### src/rtl/crypto_engine_ctrl_if.sv
// Host/engine signal bundle for crypto_engine_ctrl: command channel, engine
// handshake, result FIFO head and status flags.
interface crypto_engine_ctrl_if #(
  parameter int WIDTH = 128,
  parameter int DEPTH = 2048
);
  localparam int AW = $clog2(DEPTH);

  logic             cmd_valid;
  logic             cmd_ready;
  logic             cmd_rekey;
  logic [WIDTH-1:0] cmd_key;
  logic [WIDTH-1:0] cmd_data;

  logic             eng_ready;
  logic             eng_init;
  logic [WIDTH-1:0] eng_key;
  logic             eng_start;
  logic [WIDTH-1:0] eng_din;
  logic             eng_done_init;
  logic             eng_done;
  logic [WIDTH-1:0] eng_dout;
  logic             eng_dout_valid;
  logic [AW-1:0]    eng_addr;

  logic [WIDTH-1:0] out_data;
  logic [AW-1:0]    out_addr;
  logic             out_valid;
  logic             out_ready;

  logic             busy;
  logic             err_timeout;
  logic             err_overflow;

  modport slave (
    input  cmd_valid, cmd_rekey, cmd_key, cmd_data,
    output cmd_ready,
    input  eng_ready, eng_done_init, eng_done, eng_dout, eng_dout_valid, eng_addr,
    output eng_init, eng_key, eng_start, eng_din,
    output out_data, out_addr, out_valid,
    input  out_ready,
    output busy, err_timeout, err_overflow
  );

  modport master (
    output cmd_valid, cmd_rekey, cmd_key, cmd_data,
    input  cmd_ready,
    output eng_ready, eng_done_init, eng_done, eng_dout, eng_dout_valid, eng_addr,
    input  eng_init, eng_key, eng_start, eng_din,
    input  out_data, out_addr, out_valid,
    output out_ready,
    input  busy, err_timeout, err_overflow
  );
endinterface

### src/rtl/crypto_engine_ctrl.sv
// Host-side initiator for crypto_engine: key scheduling, block start, and a
// small result FIFO that absorbs the engine's non-stallable output stream.
module crypto_engine_ctrl #(
  parameter int WIDTH      = 128,
  parameter int DEPTH      = 2048,
  parameter int TIMEOUT    = 4096,
  parameter int FIFO_DEPTH = 4
) (
  input  logic                 clock,
  input  logic                 reset,
  crypto_engine_ctrl_if.slave  bus
);
  localparam int AW  = $clog2(DEPTH);
  localparam int FAW = $clog2(FIFO_DEPTH);
  localparam int PW  = FAW + 1;
  localparam int EW  = AW + WIDTH;
  localparam int WDW = $clog2(TIMEOUT + 1);

  typedef enum logic [2:0] {
    IDLE,
    INIT,
    WAIT_INIT,
    START,
    RUN,
    ERR
  } state_t;

  state_t           state;
  logic             cmd_ready_q;
  logic             busy_q;
  logic             eng_init_q;
  logic             eng_start_q;
  logic             key_loaded;
  logic             err_timeout_q;
  logic             err_overflow_q;
  logic [WIDTH-1:0] eng_key_q;
  logic [WIDTH-1:0] eng_din_q;
  logic [WDW-1:0]   wd_cnt;

  logic             accept;
  logic             wd_expired;

  assign accept     = bus.cmd_valid && cmd_ready_q;
  assign wd_expired = (wd_cnt == WDW'(TIMEOUT - 1));

  always_ff @(posedge clock or posedge reset) begin
    if (reset) begin
      state         <= IDLE;
      cmd_ready_q   <= 1'b1;
      busy_q        <= 1'b0;
      eng_init_q    <= 1'b0;
      eng_start_q   <= 1'b0;
      key_loaded    <= 1'b0;
      err_timeout_q <= 1'b0;
      eng_key_q     <= '0;
      eng_din_q     <= '0;
      wd_cnt        <= '0;
    end else begin
      eng_start_q <= 1'b0;
      case (state)
        IDLE: begin
          if (accept) begin
            eng_key_q     <= bus.cmd_key;
            eng_din_q     <= bus.cmd_data;
            err_timeout_q <= 1'b0;
            cmd_ready_q   <= 1'b0;
            busy_q        <= 1'b1;
            wd_cnt        <= '0;
            if (bus.cmd_rekey || !key_loaded) begin
              state      <= INIT;
              eng_init_q <= 1'b1;
            end else begin
              state <= START;
            end
          end
        end
        // done_init is honoured from the very first INIT cycle
        INIT: begin
          if (bus.eng_done_init) begin
            state      <= WAIT_INIT;
            eng_init_q <= 1'b0;
            key_loaded <= 1'b1;
            wd_cnt     <= '0;
          end else if (wd_expired) begin
            state         <= ERR;
            eng_init_q    <= 1'b0;
            err_timeout_q <= 1'b1;
            wd_cnt        <= '0;
          end else begin
            wd_cnt <= wd_cnt + 1'b1;
          end
        end
        WAIT_INIT: begin
          state  <= START;
          wd_cnt <= '0;
        end
        START: begin
          if (bus.eng_ready) begin
            state       <= RUN;
            eng_start_q <= 1'b1;
            wd_cnt      <= '0;
          end else if (wd_expired) begin
            state         <= ERR;
            err_timeout_q <= 1'b1;
            wd_cnt        <= '0;
          end else begin
            wd_cnt <= wd_cnt + 1'b1;
          end
        end
        RUN: begin
          if (bus.eng_done) begin
            state       <= IDLE;
            cmd_ready_q <= 1'b1;
            busy_q      <= 1'b0;
            wd_cnt      <= '0;
          end else if (wd_expired) begin
            state         <= ERR;
            err_timeout_q <= 1'b1;
            wd_cnt        <= '0;
          end else begin
            wd_cnt <= wd_cnt + 1'b1;
          end
        end
        ERR: begin
          state       <= IDLE;
          eng_init_q  <= 1'b0;
          cmd_ready_q <= 1'b1;
          busy_q      <= 1'b0;
          wd_cnt      <= '0;
        end
        default: begin
          state       <= IDLE;
          eng_init_q  <= 1'b0;
          cmd_ready_q <= 1'b1;
          busy_q      <= 1'b0;
          wd_cnt      <= '0;
        end
      endcase
    end
  end

  logic [EW-1:0] mem [FIFO_DEPTH];
  logic [PW-1:0] wr_ptr;
  logic [PW-1:0] rd_ptr;
  logic          empty;
  logic          full;
  logic          pop;
  logic          push;
  logic          drop;
  logic [EW-1:0] head;

  assign empty = (wr_ptr == rd_ptr);
  assign full  = (wr_ptr[FAW-1:0] == rd_ptr[FAW-1:0]) && (wr_ptr[FAW] != rd_ptr[FAW]);
  assign pop   = bus.out_ready && !empty;
  // A simultaneous pop frees the slot, so a full FIFO only drops without one
  assign drop  = bus.eng_dout_valid && full && !pop;
  assign push  = bus.eng_dout_valid && !drop;

  always_ff @(posedge clock) begin
    if (push) begin
      mem[wr_ptr[FAW-1:0]] <= {bus.eng_addr, bus.eng_dout};
    end
  end

  always_ff @(posedge clock or posedge reset) begin
    if (reset) begin
      wr_ptr         <= '0;
      rd_ptr         <= '0;
      err_overflow_q <= 1'b0;
    end else begin
      if (push) begin
        wr_ptr <= wr_ptr + 1'b1;
      end
      if (pop) begin
        rd_ptr <= rd_ptr + 1'b1;
      end
      if (drop) begin
        err_overflow_q <= 1'b1;
      end else if (accept) begin
        err_overflow_q <= 1'b0;
      end
    end
  end

  assign head = empty ? '0 : mem[rd_ptr[FAW-1:0]];

  assign bus.cmd_ready    = cmd_ready_q;
  assign bus.eng_init     = eng_init_q;
  assign bus.eng_key      = eng_key_q;
  assign bus.eng_start    = eng_start_q;
  assign bus.eng_din      = eng_din_q;
  assign bus.out_data     = head[WIDTH-1:0];
  assign bus.out_addr     = head[EW-1:WIDTH];
  assign bus.out_valid    = !empty;
  assign bus.busy         = busy_q;
  assign bus.err_timeout  = err_timeout_q;
  assign bus.err_overflow = err_overflow_q;
endmodule

### src/flat_wrapper.sv
// flat-port wrapper written by rule: the top's interface ports become plain ports
module crypto_engine_ctrl_flat 
#(
  parameter int WIDTH      = 128,
  parameter int DEPTH      = 2048,
  parameter int TIMEOUT    = 4096,
  parameter int FIFO_DEPTH = 4
)
  (clock, reset, bus_cmd_valid, bus_cmd_rekey, bus_cmd_key, bus_cmd_data, bus_cmd_ready, bus_eng_ready, bus_eng_done_init, bus_eng_done, bus_eng_dout, bus_eng_dout_valid, bus_eng_addr, bus_eng_init, bus_eng_key, bus_eng_start, bus_eng_din, bus_out_data, bus_out_addr, bus_out_valid, bus_out_ready, bus_busy, bus_err_timeout, bus_err_overflow);
  crypto_engine_ctrl_if #(.WIDTH(WIDTH), .DEPTH(DEPTH)) bus_i ();
  input  logic clock;
  input  logic reset;
  input wire logic [$bits(bus_i.cmd_valid)-1:0] bus_cmd_valid;
  input wire logic [$bits(bus_i.cmd_rekey)-1:0] bus_cmd_rekey;
  input wire logic [$bits(bus_i.cmd_key)-1:0] bus_cmd_key;
  input wire logic [$bits(bus_i.cmd_data)-1:0] bus_cmd_data;
  output wire logic [$bits(bus_i.cmd_ready)-1:0] bus_cmd_ready;
  input wire logic [$bits(bus_i.eng_ready)-1:0] bus_eng_ready;
  input wire logic [$bits(bus_i.eng_done_init)-1:0] bus_eng_done_init;
  input wire logic [$bits(bus_i.eng_done)-1:0] bus_eng_done;
  input wire logic [$bits(bus_i.eng_dout)-1:0] bus_eng_dout;
  input wire logic [$bits(bus_i.eng_dout_valid)-1:0] bus_eng_dout_valid;
  input wire logic [$bits(bus_i.eng_addr)-1:0] bus_eng_addr;
  output wire logic [$bits(bus_i.eng_init)-1:0] bus_eng_init;
  output wire logic [$bits(bus_i.eng_key)-1:0] bus_eng_key;
  output wire logic [$bits(bus_i.eng_start)-1:0] bus_eng_start;
  output wire logic [$bits(bus_i.eng_din)-1:0] bus_eng_din;
  output wire logic [$bits(bus_i.out_data)-1:0] bus_out_data;
  output wire logic [$bits(bus_i.out_addr)-1:0] bus_out_addr;
  output wire logic [$bits(bus_i.out_valid)-1:0] bus_out_valid;
  input wire logic [$bits(bus_i.out_ready)-1:0] bus_out_ready;
  output wire logic [$bits(bus_i.busy)-1:0] bus_busy;
  output wire logic [$bits(bus_i.err_timeout)-1:0] bus_err_timeout;
  output wire logic [$bits(bus_i.err_overflow)-1:0] bus_err_overflow;
  assign bus_i.cmd_valid = bus_cmd_valid;
  assign bus_i.cmd_rekey = bus_cmd_rekey;
  assign bus_i.cmd_key = bus_cmd_key;
  assign bus_i.cmd_data = bus_cmd_data;
  assign bus_cmd_ready = bus_i.cmd_ready;
  assign bus_i.eng_ready = bus_eng_ready;
  assign bus_i.eng_done_init = bus_eng_done_init;
  assign bus_i.eng_done = bus_eng_done;
  assign bus_i.eng_dout = bus_eng_dout;
  assign bus_i.eng_dout_valid = bus_eng_dout_valid;
  assign bus_i.eng_addr = bus_eng_addr;
  assign bus_eng_init = bus_i.eng_init;
  assign bus_eng_key = bus_i.eng_key;
  assign bus_eng_start = bus_i.eng_start;
  assign bus_eng_din = bus_i.eng_din;
  assign bus_out_data = bus_i.out_data;
  assign bus_out_addr = bus_i.out_addr;
  assign bus_out_valid = bus_i.out_valid;
  assign bus_i.out_ready = bus_out_ready;
  assign bus_busy = bus_i.busy;
  assign bus_err_timeout = bus_i.err_timeout;
  assign bus_err_overflow = bus_i.err_overflow;
  crypto_engine_ctrl #(.WIDTH(WIDTH), .DEPTH(DEPTH), .TIMEOUT(TIMEOUT), .FIFO_DEPTH(FIFO_DEPTH)) u_core (.clock(clock), .reset(reset), .bus(bus_i));
endmodule
### config.mk
export PLATFORM = sky130hd
export DESIGN_NAME = crypto_engine_ctrl_flat
export DESIGN_NICKNAME = d
export VERILOG_FILES = /design/src/rtl/crypto_engine_ctrl_if.sv /design/src/rtl/crypto_engine_ctrl.sv /design/src/flat_wrapper.sv
export SDC_FILE = /design/constraint.sdc
export NUM_CORES = 1
export LEC_CHECK = 0
export CAP_MARGIN = 20
export CORE_AREA = 2 2 313 315
export CTS_BUF_LIST = sky130_fd_sc_hd__clkbuf_4 sky130_fd_sc_hd__clkbuf_8
export DETAILED_ROUTE_END_ITERATION = 7
export DIE_AREA = 0 0 315 317
export SLEW_MARGIN = 20
export SYNTH_ARGS = -nofsm -noshare
export SYNTH_HDL_FRONTEND = slang
export SYNTH_SLANG_ARGS = --single-unit
export TNS_END_PERCENT = 5
### constraint.sdc
create_clock -name clock -period 12 [get_ports clock]
set_clock_uncertainty 0.2 [all_clocks]
set_input_delay 1.2 -clock clock [delete_from_list [all_inputs] [get_ports clock]]
set_output_delay 1.2 -clock clock [all_outputs]
set_load 0.03 [all_outputs]
==> metrics.csv <==
stage,metric,value,unit
status,status,"complete, no violations",
detailed_routing,Detail Route met2 WL,50.4,mm
die,core region area,96300,sq um
sta,number of hold violations in the final report,0,
placed_design,global placement routability congestion,0.858,
critical_path,Worst Setup Start Kind,register,
cts,CTS hold repair buffers,0,
sta,Max Fclk,169,MHz
detailed_routing,top layer in use,met5,
grt,first-pass GRT wire length,137,mm
cts,"Clk Latency, worst-skew pair",0.79,ns
cts,number of levels the H-tree was split into,4,
sta,unrepaired setup endpoints after global routing,no,
detailed_routing,mean routed wirelength per cell,25.1,um
cts,Root Driver,clkbuf_8,
critical_path,required time at the worst-slack endpoint,10.60,ns
sta,worst slew margin relative to its limit,27.2,%
cts,setup fix buffers added after clock tree synthesis,0,
critical_path,critical-path maximum fanout,67,
placed_design,Setup Slack @ Placement,6.67,ns
critical_path,critical path cell sequence,"buf_4, buf_4, mux4_2, and2_1, clkdlybuf4s50_1",
synth,combined area of all synthesized cells,32200,sq um
worst_hold_path,hold path startpoint,u_core.bus.eng_din[91],
synth,number of flops mapped to enable cells by yosys,556,
grt,GR Util All Layers,19.1,%
synth,simple-gate share of the synthesized area,3.70,%
synth,number of standard cells after synthesis,1585,
finish,Nets,2879,
detailed_routing,DRC violation count after routing,0,
critical_path,crit end category,output port,
critical_path,endpoint of the worst register-to-register path,u_core.bus.eng_key[52],
detailed_routing,post-route antenna net violation count,0,
cts,Inserted Clock Buffers,145,
synth,area fraction in compound gates after synthesis,1.12,%
critical_path,arrival time worst endpoint,4.50,ns
detailed_routing,Metal-1 WL,33.1,mm
sta,setup TNS,0,ns
pwr,peak supply drop,0.177,mV
pwr,leakage power summed over all cells,0.0158,uW
synth,share of synthesized area occupied by flip-flops and latches,73.9,%
detailed_routing,ratio of routed vias to standard cells,4.77,
sta,final max-slew violation count,0,
sta,Final Setup Violations,0,
finish,register cell area after layout,23800,sq um
critical_path,Worst R2R Setup Slack,8.20,ns
run,count of max-cap constraint violations,0,
finish,proportion of layout cells with a drive suffix above 1,24.5,%
synth,mux share of post-synthesis cell area,18.8,%
critical_path,cells on worst reg2reg path,5,
critical_path,Critical Path Slowest Stage Cell,buf_4,
sta,PnR worst setup slack,6.10,ns
cts,"buffers from clock root to sink, at most",3,
grt,vias in the first global route,19864,
cts,post_cts resized,0,
worst_hold_path,hold path endpoint,u_core.bus.eng_din[91],
synth,average cell area after synthesis,20.3,sq um
finish,Fillers,8293,
critical_path,delay of the slowest critical-path stage,0.87,ns
synth,post-synthesis sequential element count,841,
grt,maximum number of pins on one net before global-route repair,166,
detailed_routing,met3 wire length,7.98,mm
die,Die Y,317,um
detailed_routing,WL final,97.2,mm
pwr,power density relative to cell area,305,nW/um^2
synth,fraction of the mapped netlist area in adder cells,0.233,%
synth,number of warnings reported in the yosys synthesis log,0,
detailed_routing,number of violations reported at the end of detailed-routing iteration 0,1135,
die,initial core utilization,33.5,%
grt,initial antenna violation count,30,
finish,Area Growth Syn to Fin,37.9,%
sta,final clock period utilization by the worst path,49.2,%
synth,nets in the synthesized netlist,1995,
die,number of rows in the core area,114,
worst_hold_path,number of instances on the worst hold path,1,
placed_design,number of port buffers,805,
worst_hold_path,Min-Delay Path Class,register to register,
detailed_routing,number of iterations in the first detailed-routing pass,5,
grt,total gr overflow,0,
critical_path,"Worst Path Class, Setup",register to output port,
critical_path,dominant cell type by count on the critical path,buf_4,
synth,most instantiated flip-flop cell in the synthesis netlist,edfxtp_1,
cts,clock transition at the register clock pins on the worst setup and hold paths after CTS,0.06,ns
synth,number of distinct library cells after synthesis,51,
critical_path,launch point of the worst reg-to-reg path,u_core.state[0],
cts,number of sinks on the clock net,841,
die,number of top-level design ports,806,
placed_design,detailed placement HPWL,69.0,mm
synth,main combinational cell family by area after synthesis,multiplexers,
cts,CTS tree,done,
sta,clock period minus final worst setup slack,5.90,ns
die,die area,99900,sq um
detailed_routing,Vias,18425,
sta,actual slew at the worst max-slew pin,1.09,ns
synth,post-synthesis xor/xnor area fraction,0.241,%
finish,multi-input logic area,7790,sq um
die,width of the die,315,um
synth,share of flip-flops with an asynchronous set or reset after synthesis,33.9,%
[how the worst max path moves through the flow]
| stage | endpoint | start | cells after the start | slack (ns) |
|---|---|---|---|---|
| after floorplan | u_core.bus.busy | reset | 1 | 2.74 |
| after global placement | bus_out_data[99] | u_core.rd_ptr[0] | 5 | 6.79 |
| after detailed placement | bus_out_data[107] | u_core.rd_ptr[0] | 5 | 6.67 |
| after CTS | bus_out_data[107] | u_core.rd_ptr[0] | 5 | 5.75 |
| after global routing | bus_out_data[99] | u_core.rd_ptr[1] | 5 | 5.84 |
| final | bus_out_data[16] | u_core.rd_ptr[1] | 5 | 6.10 |
[layer usage]
metal	vias to the layer above	track usage [%]
met2	739	33.3
met1	9449	19.7
li1	7956	-
met4	32	11.2
met3	249	7.04
met5	-	0
[registers in the layout (all words and copies together), names as in the netlist, 3 cells and up]
| signal | count |
|---|---|
| u_core.bus.eng_key | 128 |
| u_core.wr_ptr | 3 |
| u_core.state | 3 |
| u_core.bus.eng_din | 128 |
| u_core.rd_ptr | 3 |
| u_core.wd_cnt | 13 |
| u_core.mem | 556 |
[worst max-delay path: cells and delay by family (launching register included)]
family        cells  cell delay, ns
simple gates      1            0.18
mux               1            0.45
buf+inv           3            2.28
flops             1            0.52
[final cells by class]
class	count	area share, %
Inverter	12	0.118
Sequential cell	841	53.6
Clock inverter	50	0.757
Clock buffer	207	5.71
Multi-Input combinational cell	650	17.5
Antenna cell	11	0.0619
Tap cell	1276	3.59
Timing Repair Buffer	819	18.6
[cells by family (layout without fill, tap and decap cells)]
logic type | Yosys count | after routing
multiplexers | 398 | 398
other | 0 | 11
XOR/XNOR | 8 | 8
AND/OR/NAND/NOR | 194 | 194
buffers and inverters | 94 | 1088
adder cells (fa/ha/maj) | 6 | 6
flip-flops | 841 | 841
AO/OA/AOI/OAI | 44 | 44
[cells in the mapped netlist, types with 7 or more instances]
cell	count	share of area, %
edfxtp_1	556	52
dfrtp_1	284	22
mux2_2	228	8.0
and2_1	140	2.7
mux4_2	139	9.7
buf_6	34	1.2
mux2_1	31	1.1
buf_2	24	0.37
clkbuf_1	20	0.23
nor2_1	13	0.15
inv_1	12	0.14
a22o_1	8	0.22
nand2_1	7	0.082
o21ai_0	7	0.11
[cell usage in the layout (no fill, tap or decap), types with 4 or more instances in the layout]
cell             count
edfxtp_1           556
mux2_2             228
dfrtp_1            282
ha_1                 6
buf_12               6
mux2_1              31
a21o_1               4
clkbuf_4            50
inv_1               11
a22o_1               8
xor2_1               4
nand2_1              7
and2_1             140
nand3_1              6
o21ai_0              7
nor2_4               4
nand2b_1             4
clkdlybuf4s50_1    805
clkinvlp_4           5
buf_4                6
mux4_2             139
clkinv_2            11
nor3_1               5
diode_2             11
nor2_1               9
a21oi_1              6
clkinv_1            26
clkbuf_8           157
[report_power, final]
part,switching [uW],internal [uW],total [uW]
combinational,3730,2790,6520
sequential,400,4020,4420
clock,1160,1420,2590
[per-stage QoR]
step                      area (sq um)  total power, uW  std cells  util (%)  hold WS, ns
after floorplan                  32200             8300       1585         -        0.244
after global placement           41500            11100       3597      43.1        0.266
after detailed placement         41500            11100       3597      43.1        0.275
after CTS                        44400            13800       3854      46.1        0.289
after global routing             44400            14100       3861      46.1        0.302
final                            44400            13500       3866      46.2        0.284
Note: power is estimated with default switching activity, not from simulation.
